## src/rtl/mips_pipe_pkg.sv

```systemverilog
// Shared types and helpers for the MIPS pipeline interlock.
// Provides the long-latency FSM state type, REG_ZERO and select-width helper.
package mips_pipe_pkg;

  typedef enum logic {
    LL_IDLE,
    LL_BUSY
  } ll_state_t;

  localparam int REG_ZERO = 0;

  // Select encoding: 0 = register file, k+1 = forwarding source k.
  function automatic int fsel_w(int num_fwd);
    return $clog2(num_fwd + 1);
  endfunction

endpackage

```

## src/rtl/mips_pipe_interlock_fwd.sv

```systemverilog
// Priority forwarding match of one operand against all sources.
// Ports: reg_i operand, regWrite_i/dst_i per source, sel_o (0=RF, k+1=src k).
module mips_fwd_select
  import mips_pipe_pkg::*;
#(
  parameter int REG_ADDR_W = 5,
  parameter int NUM_FWD    = 2,
  parameter int FSEL_W     = 2
) (
  input  logic [REG_ADDR_W-1:0]         reg_i,
  input  logic [NUM_FWD-1:0]            regWrite_i,
  input  logic [NUM_FWD*REG_ADDR_W-1:0] dst_i,
  output logic [FSEL_W-1:0]             sel_o
);

  // Scan oldest to youngest so the youngest match overwrites.
  always_comb begin
    sel_o = '0;
    for (int k = NUM_FWD - 1; k >= 0; k--) begin
      if (regWrite_i[k] &&
          dst_i[k*REG_ADDR_W +: REG_ADDR_W] != REG_ADDR_W'(REG_ZERO) &&
          dst_i[k*REG_ADDR_W +: REG_ADDR_W] == reg_i) begin
        sel_o = FSEL_W'(k + 1);
      end
    end
  end

endmodule

```

## src/rtl/mips_pipe_interlock.sv

```systemverilog
// Hazard, forwarding and scoreboard unit with one-deep mul/div issue FSM.
// In: ID/EX operand info, forwarding sources, ll_done. Out: stall, llIssue,
// four forward selects, pending scoreboard, sticky llTimeout, stallCycles.
module mips_pipe_interlock
  import mips_pipe_pkg::*;
#(
  parameter int REG_ADDR_W  = 5,
  parameter int NUM_REGS    = 32,
  parameter int NUM_FWD     = 2,
  parameter int LL_MAX_LAT  = 34,
  parameter int STALL_CNT_W = 16,
  localparam int FSEL_W     = fsel_w(NUM_FWD)
) (
  input  logic                          clock__i,
  input  logic                          reset__i,
  input  logic [REG_ADDR_W-1:0]         id_rs__i,
  input  logic [REG_ADDR_W-1:0]         id_rt__i,
  input  logic                          id_useRs__i,
  input  logic                          id_useRt__i,
  input  logic                          id_branch__i,
  input  logic                          id_llOp__i,
  input  logic [REG_ADDR_W-1:0]         id_llDst__i,
  input  logic                          id_flush__i,
  input  logic [REG_ADDR_W-1:0]         ex_rs__i,
  input  logic [REG_ADDR_W-1:0]         ex_rt__i,
  input  logic                          ex_regWrite__i,
  input  logic                          ex_memRead__i,
  input  logic [REG_ADDR_W-1:0]         ex_dst__i,
  input  logic [NUM_FWD-1:0]            fwd_regWrite__i,
  input  logic [NUM_FWD-1:0]            fwd_isLoad__i,
  input  logic [NUM_FWD*REG_ADDR_W-1:0] fwd_dst__i,
  input  logic                          ll_done__i,
  output logic                          stall__o,
  output logic                          llIssue__o,
  output logic [FSEL_W-1:0]             fwdAluA__o,
  output logic [FSEL_W-1:0]             fwdAluB__o,
  output logic [FSEL_W-1:0]             fwdEqA__o,
  output logic [FSEL_W-1:0]             fwdEqB__o,
  output logic [NUM_REGS-1:0]           pending__o,
  output logic                          llTimeout__o,
  output logic [STALL_CNT_W-1:0]        stallCycles__o
);

  localparam int BCNT_W = $clog2(LL_MAX_LAT + 1);
  localparam logic [REG_ADDR_W-1:0] RZ = REG_ADDR_W'(REG_ZERO);

  ll_state_t               state_q, state_d;
  logic [REG_ADDR_W-1:0]   llDst_q, llDst_d;
  logic [BCNT_W-1:0]       busyCnt_q, busyCnt_d;
  logic [NUM_REGS-1:0]     pending_q, pending_d;
  logic                    timeout_q, timeout_d;
  logic [STALL_CNT_W-1:0]  stallCnt_q, stallCnt_d;

  logic [FSEL_W-1:0] selAluA, selAluB, selEqA, selEqB;

  // Only source 0 can still hold an in-flight load.
  logic unused_isload;
  assign unused_isload = ^fwd_isLoad__i;

  mips_fwd_select #(
    .REG_ADDR_W(REG_ADDR_W), .NUM_FWD(NUM_FWD), .FSEL_W(FSEL_W)
  ) u_fwd_alu_a (
    .reg_i(ex_rs__i), .regWrite_i(fwd_regWrite__i),
    .dst_i(fwd_dst__i), .sel_o(selAluA)
  );

  mips_fwd_select #(
    .REG_ADDR_W(REG_ADDR_W), .NUM_FWD(NUM_FWD), .FSEL_W(FSEL_W)
  ) u_fwd_alu_b (
    .reg_i(ex_rt__i), .regWrite_i(fwd_regWrite__i),
    .dst_i(fwd_dst__i), .sel_o(selAluB)
  );

  mips_fwd_select #(
    .REG_ADDR_W(REG_ADDR_W), .NUM_FWD(NUM_FWD), .FSEL_W(FSEL_W)
  ) u_fwd_eq_a (
    .reg_i(id_rs__i), .regWrite_i(fwd_regWrite__i),
    .dst_i(fwd_dst__i), .sel_o(selEqA)
  );

  mips_fwd_select #(
    .REG_ADDR_W(REG_ADDR_W), .NUM_FWD(NUM_FWD), .FSEL_W(FSEL_W)
  ) u_fwd_eq_b (
    .reg_i(id_rt__i), .regWrite_i(fwd_regWrite__i),
    .dst_i(fwd_dst__i), .sel_o(selEqB)
  );

  // Combinational outputs are held at zero while reset is asserted.
  assign fwdAluA__o = reset__i ? '0 : selAluA;
  assign fwdAluB__o = reset__i ? '0 : selAluB;
  assign fwdEqA__o  = reset__i ? '0 : selEqA;
  assign fwdEqB__o  = reset__i ? '0 : selEqB;

  logic rsV, rtV;
  logic [REG_ADDR_W-1:0] src0Dst;
  logic hzLoadUse, hzBrEx, hzBrMem, hzRaw, hzWaw, hzStruct;
  logic stall, issue;

  assign rsV     = id_useRs__i && (id_rs__i != RZ);
  assign rtV     = id_useRt__i && (id_rt__i != RZ);
  assign src0Dst = fwd_dst__i[REG_ADDR_W-1:0];

  assign hzLoadUse = ex_memRead__i &&
                     ((rsV && ex_dst__i == id_rs__i) ||
                      (rtV && ex_dst__i == id_rt__i));
  assign hzBrEx    = id_branch__i && ex_regWrite__i &&
                     ((rsV && ex_dst__i == id_rs__i) ||
                      (rtV && ex_dst__i == id_rt__i));
  assign hzBrMem   = id_branch__i && fwd_isLoad__i[0] &&
                     ((rsV && src0Dst == id_rs__i) ||
                      (rtV && src0Dst == id_rt__i));
  assign hzRaw     = (rsV && pending_q[id_rs__i]) ||
                     (rtV && pending_q[id_rt__i]);
  assign hzWaw     = id_llOp__i && pending_q[id_llDst__i];
  assign hzStruct  = id_llOp__i && (state_q != LL_IDLE);

  assign stall = ~reset__i &
                 (hzLoadUse | hzBrEx | hzBrMem | hzRaw | hzWaw | hzStruct);
  assign issue = ~reset__i & id_llOp__i & ~stall & ~id_flush__i &
                 (state_q == LL_IDLE);

  assign stall__o       = stall;
  assign llIssue__o     = issue;
  assign pending__o     = pending_q;
  assign llTimeout__o   = timeout_q;
  assign stallCycles__o = stallCnt_q;

  logic [NUM_REGS-1:0] setM, clrM;
  logic [BCNT_W-1:0]   busyInc;

  assign busyInc = busyCnt_q + BCNT_W'(1);

  always_comb begin
    state_d    = state_q;
    llDst_d    = llDst_q;
    busyCnt_d  = busyCnt_q;
    timeout_d  = timeout_q;
    stallCnt_d = stallCnt_q;
    setM       = '0;
    clrM       = '0;
    unique case (state_q)
      LL_IDLE: begin
        if (issue) begin
          state_d   = LL_BUSY;
          llDst_d   = id_llDst__i;
          busyCnt_d = '0;
          if (id_llDst__i != RZ) setM[id_llDst__i] = 1'b1;
        end
      end
      LL_BUSY: begin
        busyCnt_d = busyInc;
        if (ll_done__i) begin
          clrM[llDst_q] = 1'b1;
          state_d       = LL_IDLE;
        end else if (busyInc == BCNT_W'(LL_MAX_LAT)) begin
          clrM[llDst_q] = 1'b1;
          timeout_d     = 1'b1;
          state_d       = LL_IDLE;
        end
      end
      default: state_d = LL_IDLE;
    endcase
    // Clear first, then set: a set wins on the same register.
    pending_d = (pending_q & ~clrM) | setM;
    if (stall && !(&stallCnt_q)) begin
      stallCnt_d = stallCnt_q + STALL_CNT_W'(1);
    end
  end

  always_ff @(posedge clock__i) begin
    if (reset__i) begin
      state_q    <= LL_IDLE;
      llDst_q    <= '0;
      busyCnt_q  <= '0;
      pending_q  <= '0;
      timeout_q  <= 1'b0;
      stallCnt_q <= '0;
    end else begin
      state_q    <= state_d;
      llDst_q    <= llDst_d;
      busyCnt_q  <= busyCnt_d;
      pending_q  <= pending_d;
      timeout_q  <= timeout_d;
      stallCnt_q <= stallCnt_d;
    end
  end

endmodule
```

## config.mk

```make
export PLATFORM = sky130hd
export DESIGN_NAME = mips_pipe_interlock
export DESIGN_NICKNAME = d
export VERILOG_FILES = /design/src/rtl/mips_pipe_pkg.sv /design/src/rtl/mips_pipe_interlock_fwd.sv /design/src/rtl/mips_pipe_interlock.sv
export SDC_FILE = /design/constraint.sdc
export NUM_CORES = 1
export LEC_CHECK = 0
export CORE_UTILIZATION = 35
export DETAILED_ROUTE_END_ITERATION = 6
export REMOVE_ABC_BUFFERS = 1
export SYNTH_ARGS = -nofsm -noshare
export SYNTH_HDL_FRONTEND = slang
export SYNTH_SLANG_ARGS = --single-unit
```

## constraint.sdc

```tcl
create_clock -name clock__i -period 4.9 [get_ports clock__i]
set_input_delay 0.98 -clock clock__i [delete_from_list [all_inputs] [get_ports clock__i]]
set_output_delay 0.98 -clock clock__i [all_outputs]
set_load 0.02 [all_outputs]
```

== Yosys cells after proc, flatten, opt, wreduce, memory -nomap -nowiden ==
Cells that the tools add are included.
Word-level totals
  output and inout bits: 59
  word-level logic and storage cells: 118
  bits in registers: 61
  input bits: 54
Operators by class
  add/subtract/negate cells: 2
  multiplexer cells: 34
  eq/ne operators: 12
  magnitude comparators: 6
  reductions and logical operators: 40
  bitwise operators: 18
Operators with widths (number)
  $mux W32: 6
  $eq A5 B5 Y1: 10
  $and A32 B32 Y32: 1
  $not A32 Y32: 1
  $or A32 B32 Y32: 1
  $logic_and A1 B1 Y1: 28
  $reduce_bool A5 Y1: 5
  $lt A5 B6 Y1 const B: 4
  $mux W2: 12
  $add A16 B1 Y16 const B: 1
  $reduce_and A16 Y1: 1
  $bmux W1 S5: 3
  $pmux W6 S2: 1
  $demux W1 S5: 2
  $ge A5 B1 Y1 const B: 2
  $mux W1: 8
  $add A6 B1 Y6 const B: 1
  $eq A6 B6 Y1 const B: 1
  $mux W6: 1
  $and A1 B1 Y1: 5
  $not A1 Y1: 5
  $or A1 B1 Y1: 5
  $logic_or A1 B1 Y1: 3
  $reduce_and A3 Y1: 1
  other kinds (4): 4

== Longest topological paths before layout ==
  word-level depth: 18
  depth in mapped cells: 12
  mapped depth without buffers: 9

== By module ==
From an unflattened synthesis, not the netlist that was laid out.
Unflattened totals
  cells, all modules: 533
  area total of the unflattened synthesis: 4684.5 um2
By module, submodules not included
  mips_pipe_interlock: cells an instance 453, area an instance 4078.9 um2, instances 1, seq. area each 1221.2 um2
  mips_fwd_select: cells an instance 20, area an instance 151.4 um2, instances 4, seq. area each 0.0 um2

== Worst setup path before layout ==
OpenSTA, ideal clock, no wires.
  path kind: input -> output
  start: input port id_llDst__i[0]
  end: output port llIssue__o
  arrival: 3391 ps
  setup slack: 529 ps
  stages: 9
  path buffers: 3
  data required time: 3920 ps
  path through: clkbuf_1 -> buf_2 -> mux4_2 -> nor2b_1 -> o41ai_1 -> nand4_1 -> or4_4 -> inv_2 -> buf_6
On the way
  cells in the longest elaborated chain, start to end: 10
Ends and longest elaborated chain
  start, declared: RTL line mips_pipe_interlock.sv:22  | input logic [REG_ADDR_W-1:0] id_llDst__i,
  $bmux W1 S5: RTL line mips_pipe_interlock.sv:114  | assign hzWaw = id_llOp__i && pending_q[id_llDst__i];
  $mux W1 (implied by the code): RTL line mips_pipe_interlock.sv:114
  $logic_and A1 B1 Y1: RTL line mips_pipe_interlock.sv:114
  $or A1 B1 Y1 (2 in series): RTL line mips_pipe_interlock.sv:118  | (hzLoadUse | hzBrEx | hzBrMem | hzRaw | hzWaw | hzStruct);
  $and A1 B1 Y1: RTL line mips_pipe_interlock.sv:117  | assign stall = ~reset__i &
  $not A1 Y1: RTL line mips_pipe_interlock.sv:119  | assign issue = ~reset__i & id_llOp__i & ~stall & ~id_flush__i &
  $and A1 B1 Y1 (3 in series): RTL line mips_pipe_interlock.sv:119
  end, declared: RTL line mips_pipe_interlock.sv:34  | output logic llIssue__o,
Every way passes these cells. The select of a mux whose other input is x is not followed.

== Worst setup path after layout ==
  start: input port id_rs__i[1]
  end: output port llIssue__o
On the way
  cells in the longest elaborated chain, start to end: 15
  elaborated cells on any way between the ends: 25
  classes of those cells: eq/ne (2); mux (2); bitwise (10); reduce/logical (11)
Ends and longest elaborated chain
  start, declared: RTL line mips_pipe_interlock.sv:16  | input logic [REG_ADDR_W-1:0] id_rs__i,
  parallel branches: the longest is 7 deep, another holds $bmux W1 S5
  $or A1 B1 Y1 * (3 in series): RTL line mips_pipe_interlock.sv:118
  $and A1 B1 Y1 *: RTL line mips_pipe_interlock.sv:117
  $not A1 Y1 *: RTL line mips_pipe_interlock.sv:119
  $and A1 B1 Y1 * (3 in series): RTL line mips_pipe_interlock.sv:119
Every way passes the cells marked *. The select of a mux whose other input is x is not followed.

==> results.py <==
metrics = {
    "floorplan": {
        "start_util_pct": 35.7,
        "rows": 41,
        "fp.coreArea_um2": 12600,
        "die_area_um2": 13300,
        "io_pins": 113,
        "dieHeight_um": 115,
        "die_w_um": 115,
    },
    "finish": {
        "fillCellCount": 1193,
        "post-route-cell-area_um2": 6350,
        "antenna_cells": 0,
        "final_common_cell": "clkdlybuf4s50_1",
        "fin_nets": 702,
        "finalNonFillerCells": 822,
        "area_delta_synth_final_pct": 41.5,
        "final_cell_mix": "clkdlybuf4s50_1 (106), dfxtp_1 (61), o21ai_0 (55), buf_4 (53), nor2b_1 (35)",
        "drive_above_1_share_pct": 19.2,
    },
    "global_routing": {
        "antenna_found_initial": 0,
        "grt_usage_pct": 21.7,
        "grt_max_degree": 48,
        "grt_pass1_vias": 4294,
        "grt_pass1_wl_um": 22400,
        "grt_remaining_overflow": 0,
    },
    "clock_tree": {
        "clk_latency_ps": 330,
        "numClockSinks": 61,
        "cts_tree": "done",
        "clkSlewWorstSetupHoldPaths_ps": 50,
        "cts_buffers": 9,
        "cts_root_buf": "clkbuf_16",
        "htreeDepth": 3,
        "clockBufferDepth": 2,
        "hold_buffers": 0,
    },
    "setup_path": {
        "crit_path_end_kind": "output pin",
        "critical_path_class": "input pin to output pin",
        "crit_required_ps": 3920,
        "start_kind": "input pin",
        "arrival_ps": 3840,
        "crit_fanout": 7,
    },
    "power_and_ir_drop": {
        "vdd_drop_max_mv": 0.152,
        "power_frac_comb_pct": 18.3,
        "swShare_pct": 26.4,
        "p_int_mw": 0.997,
        "switching_power_mw": 0.357,
        "clkPwrFrac_pct": 43.9,
        "power.total_mw": 1.35,
        "seqPwrFrac_pct": 37.8,
        "powerDensity_nw_per_um2": 213,
        "leakage_nw": 2.21,
    },
    "sta": {
        "fin_crit_sh_pct": 98.3,
        "slew_violations": 0,
        "final.min_clock_period_ps": 4820,
        "tightest_slew_ps": 780,
        "relSlewSlack_pct": 47.9,
        "max_freq_ghz": 0.208,
        "hold_viol": 0,
        "finalClockSkew_ps": 4.16,
        "finalSetupTns_ps": 0,
        "whs_ps": 491,
        "setup_violations": 0,
        "rsz0062_at_grt": "false",
    },
    "synth": {
        "netlist_area_um2": 4490,
        "ys_ff_latch": 61,
        "syn_inst": 513,
        "synth_edf_count": 0,
        "ys_seq_area_share_pct": 27.2,
        "synthArstFlopShare_pct": 0,
        "yosys_warnings": 0,
        "yosysUniqueCellTypes": 58,
        "ys.flop_type": "dfxtp_1",
        "syn_avg_cell_area_um2": 8.75,
    },
    "drt": {
        "dr.pass1.iters": 4,
        "drtAntennaViolNets": 0,
        "drt_iter0_drc": 259,
        "wl_um": 14300,
        "wl_per_cell_um": 17.4,
        "drc": 0,
        "vias": 4457,
        "vias_per_cell": 5.42,
    },
    "place": {
        "gp_congestion": 0.894,
        "dp_hpwl_um": 10800,
        "portBuffers": 111,
        "dp_cells": 805,
        "placed_area_um2": 6050,
    },
    "run_status": {
        "status": "finished, final reports clean",
    },
    "run": {
        "cap_violations": 0,
    },
    "hold_path": {
        "hp-class": "flip-flop to flip-flop",
    },
}
## worst max-delay path, stage by stage
cell	delay, ps
clkdlybuf4s50_1	420
buf_4	180
or4_4	490
o21ai_4	160
nor4_1	80
o211a_1	240
or4_4	520
or4_4	570
inv_4	80
buf_6	110
## cell type report
| type | instances | area (µm²) | area share (%) |
|---|---|---|---|
| timing repair buffer | 169 | 1590 | 25.0 |
| sequential | 61 | 1220 | 19.2 |
| inverter | 9 | 36.3 | 0.571 |
| tap | 172 | 215 | 3.39 |
| clock inverter | 4 | 22.5 | 0.354 |
| clock buffer | 12 | 256 | 4.04 |
| multi-input combinational | 395 | 3020 | 47.5 |
## through the flow
step | worst slack (ps) | util (%)
6_report | 83.7 | 50.6
5_1_grt | 11.1 | 50.6
4_1_cts | 4.46 | 50.2
3_5_place_dp | -431 | 48.1
3_3_place_gp | -421 | 48.1
2_1_floorplan | 655 | -
## synth_stat cells, types with 16 or more instances
master | number | share of area (%)
nand2_1 | 22 | 1.8
o21ai_0 | 56 | 6.2
a21oi_1 | 22 | 2.5
nor2_1 | 17 | 1.4
dfxtp_1 | 61 | 27
o21ai_1 | 16 | 1.8
xnor2_1 | 25 | 4.9
nor2b_1 | 35 | 4.9
or3_1 | 18 | 2.5
xor2_1 | 27 | 5.3
clkbuf_1 | 29 | 2.4
mux4_2 | 18 | 9.0
## worst paths after layout
path / cells past startpoint / end / startpoint / slack, ps
worst max-delay path: 10 / llIssue__o / id_rs__i[1] / 80
worst min-delay path: 2 / llTimeout__o$_SDFFE_PP0P_ / llTimeout__o$_SDFFE_PP0P_ / 490
worst max register to register: 11 / pending__o[10]$_SDFF_PP0_ / pending__o[15]$_SDFF_PP0_ / 1470
worst min register to register: 2 / llTimeout__o$_SDFFE_PP0P_ / llTimeout__o$_SDFFE_PP0P_ / 490
## sequential cells by signal (all words and copies together) (netlist names)
register	count
busyCnt_q	6
llDst_q	5
llTimeout__o	1
pending__o	32
stallCycles__o	16
state_q	1
## power by group through the flow
| stage | registers (mW) | clock network [mW] | logic [mW] |
|---|---|---|---|
| 2_1_floorplan | 0.523 | 0 | 0.0864 |
| 3_3_place_gp | 0.522 | 0 | 0.238 |
| 3_5_place_dp | 0.522 | 0 | 0.242 |
| 4_1_cts | 0.511 | 0.603 | 0.244 |
| 5_1_grt | 0.512 | 0.626 | 0.266 |
| 6_report | 0.512 | 0.595 | 0.247 |
## metal layers
layer	track usage, %	part of all wire, %	up-vias
li1	-	-	2150
met1	29.9	47	2139
met2	34.6	45	146
met3	3.64	6.3	22
met4	7.27	1.8	0
met5	0	0	-
## cells by family (layout without fill, tap and decap cells)
kind of cell | Yosys count | count (layout) | share of synthesized area [%]
buffers and inverters | 57 | 194 | 5.91
muxes | 37 | 37 | 15.1
xor gates and xnor gates | 52 | 52 | 10.1
adders and majority gates | 3 | 3 | 0.836
and+or+nand+nor | 174 | 174 | 23.8
DFF | 61 | 61 | 27.2
AOI/OAI and AO/OA | 129 | 129 | 17.0
## what timing repair did
action / in CTS / in global routing
setup endpoints to repair: 2 / 2
pin swaps: 6 / 6
buffers inserted: 0 / 1
resized for setup: 14 / 9
cloned: 0 / 0
(Power assumes the default switching activity.)
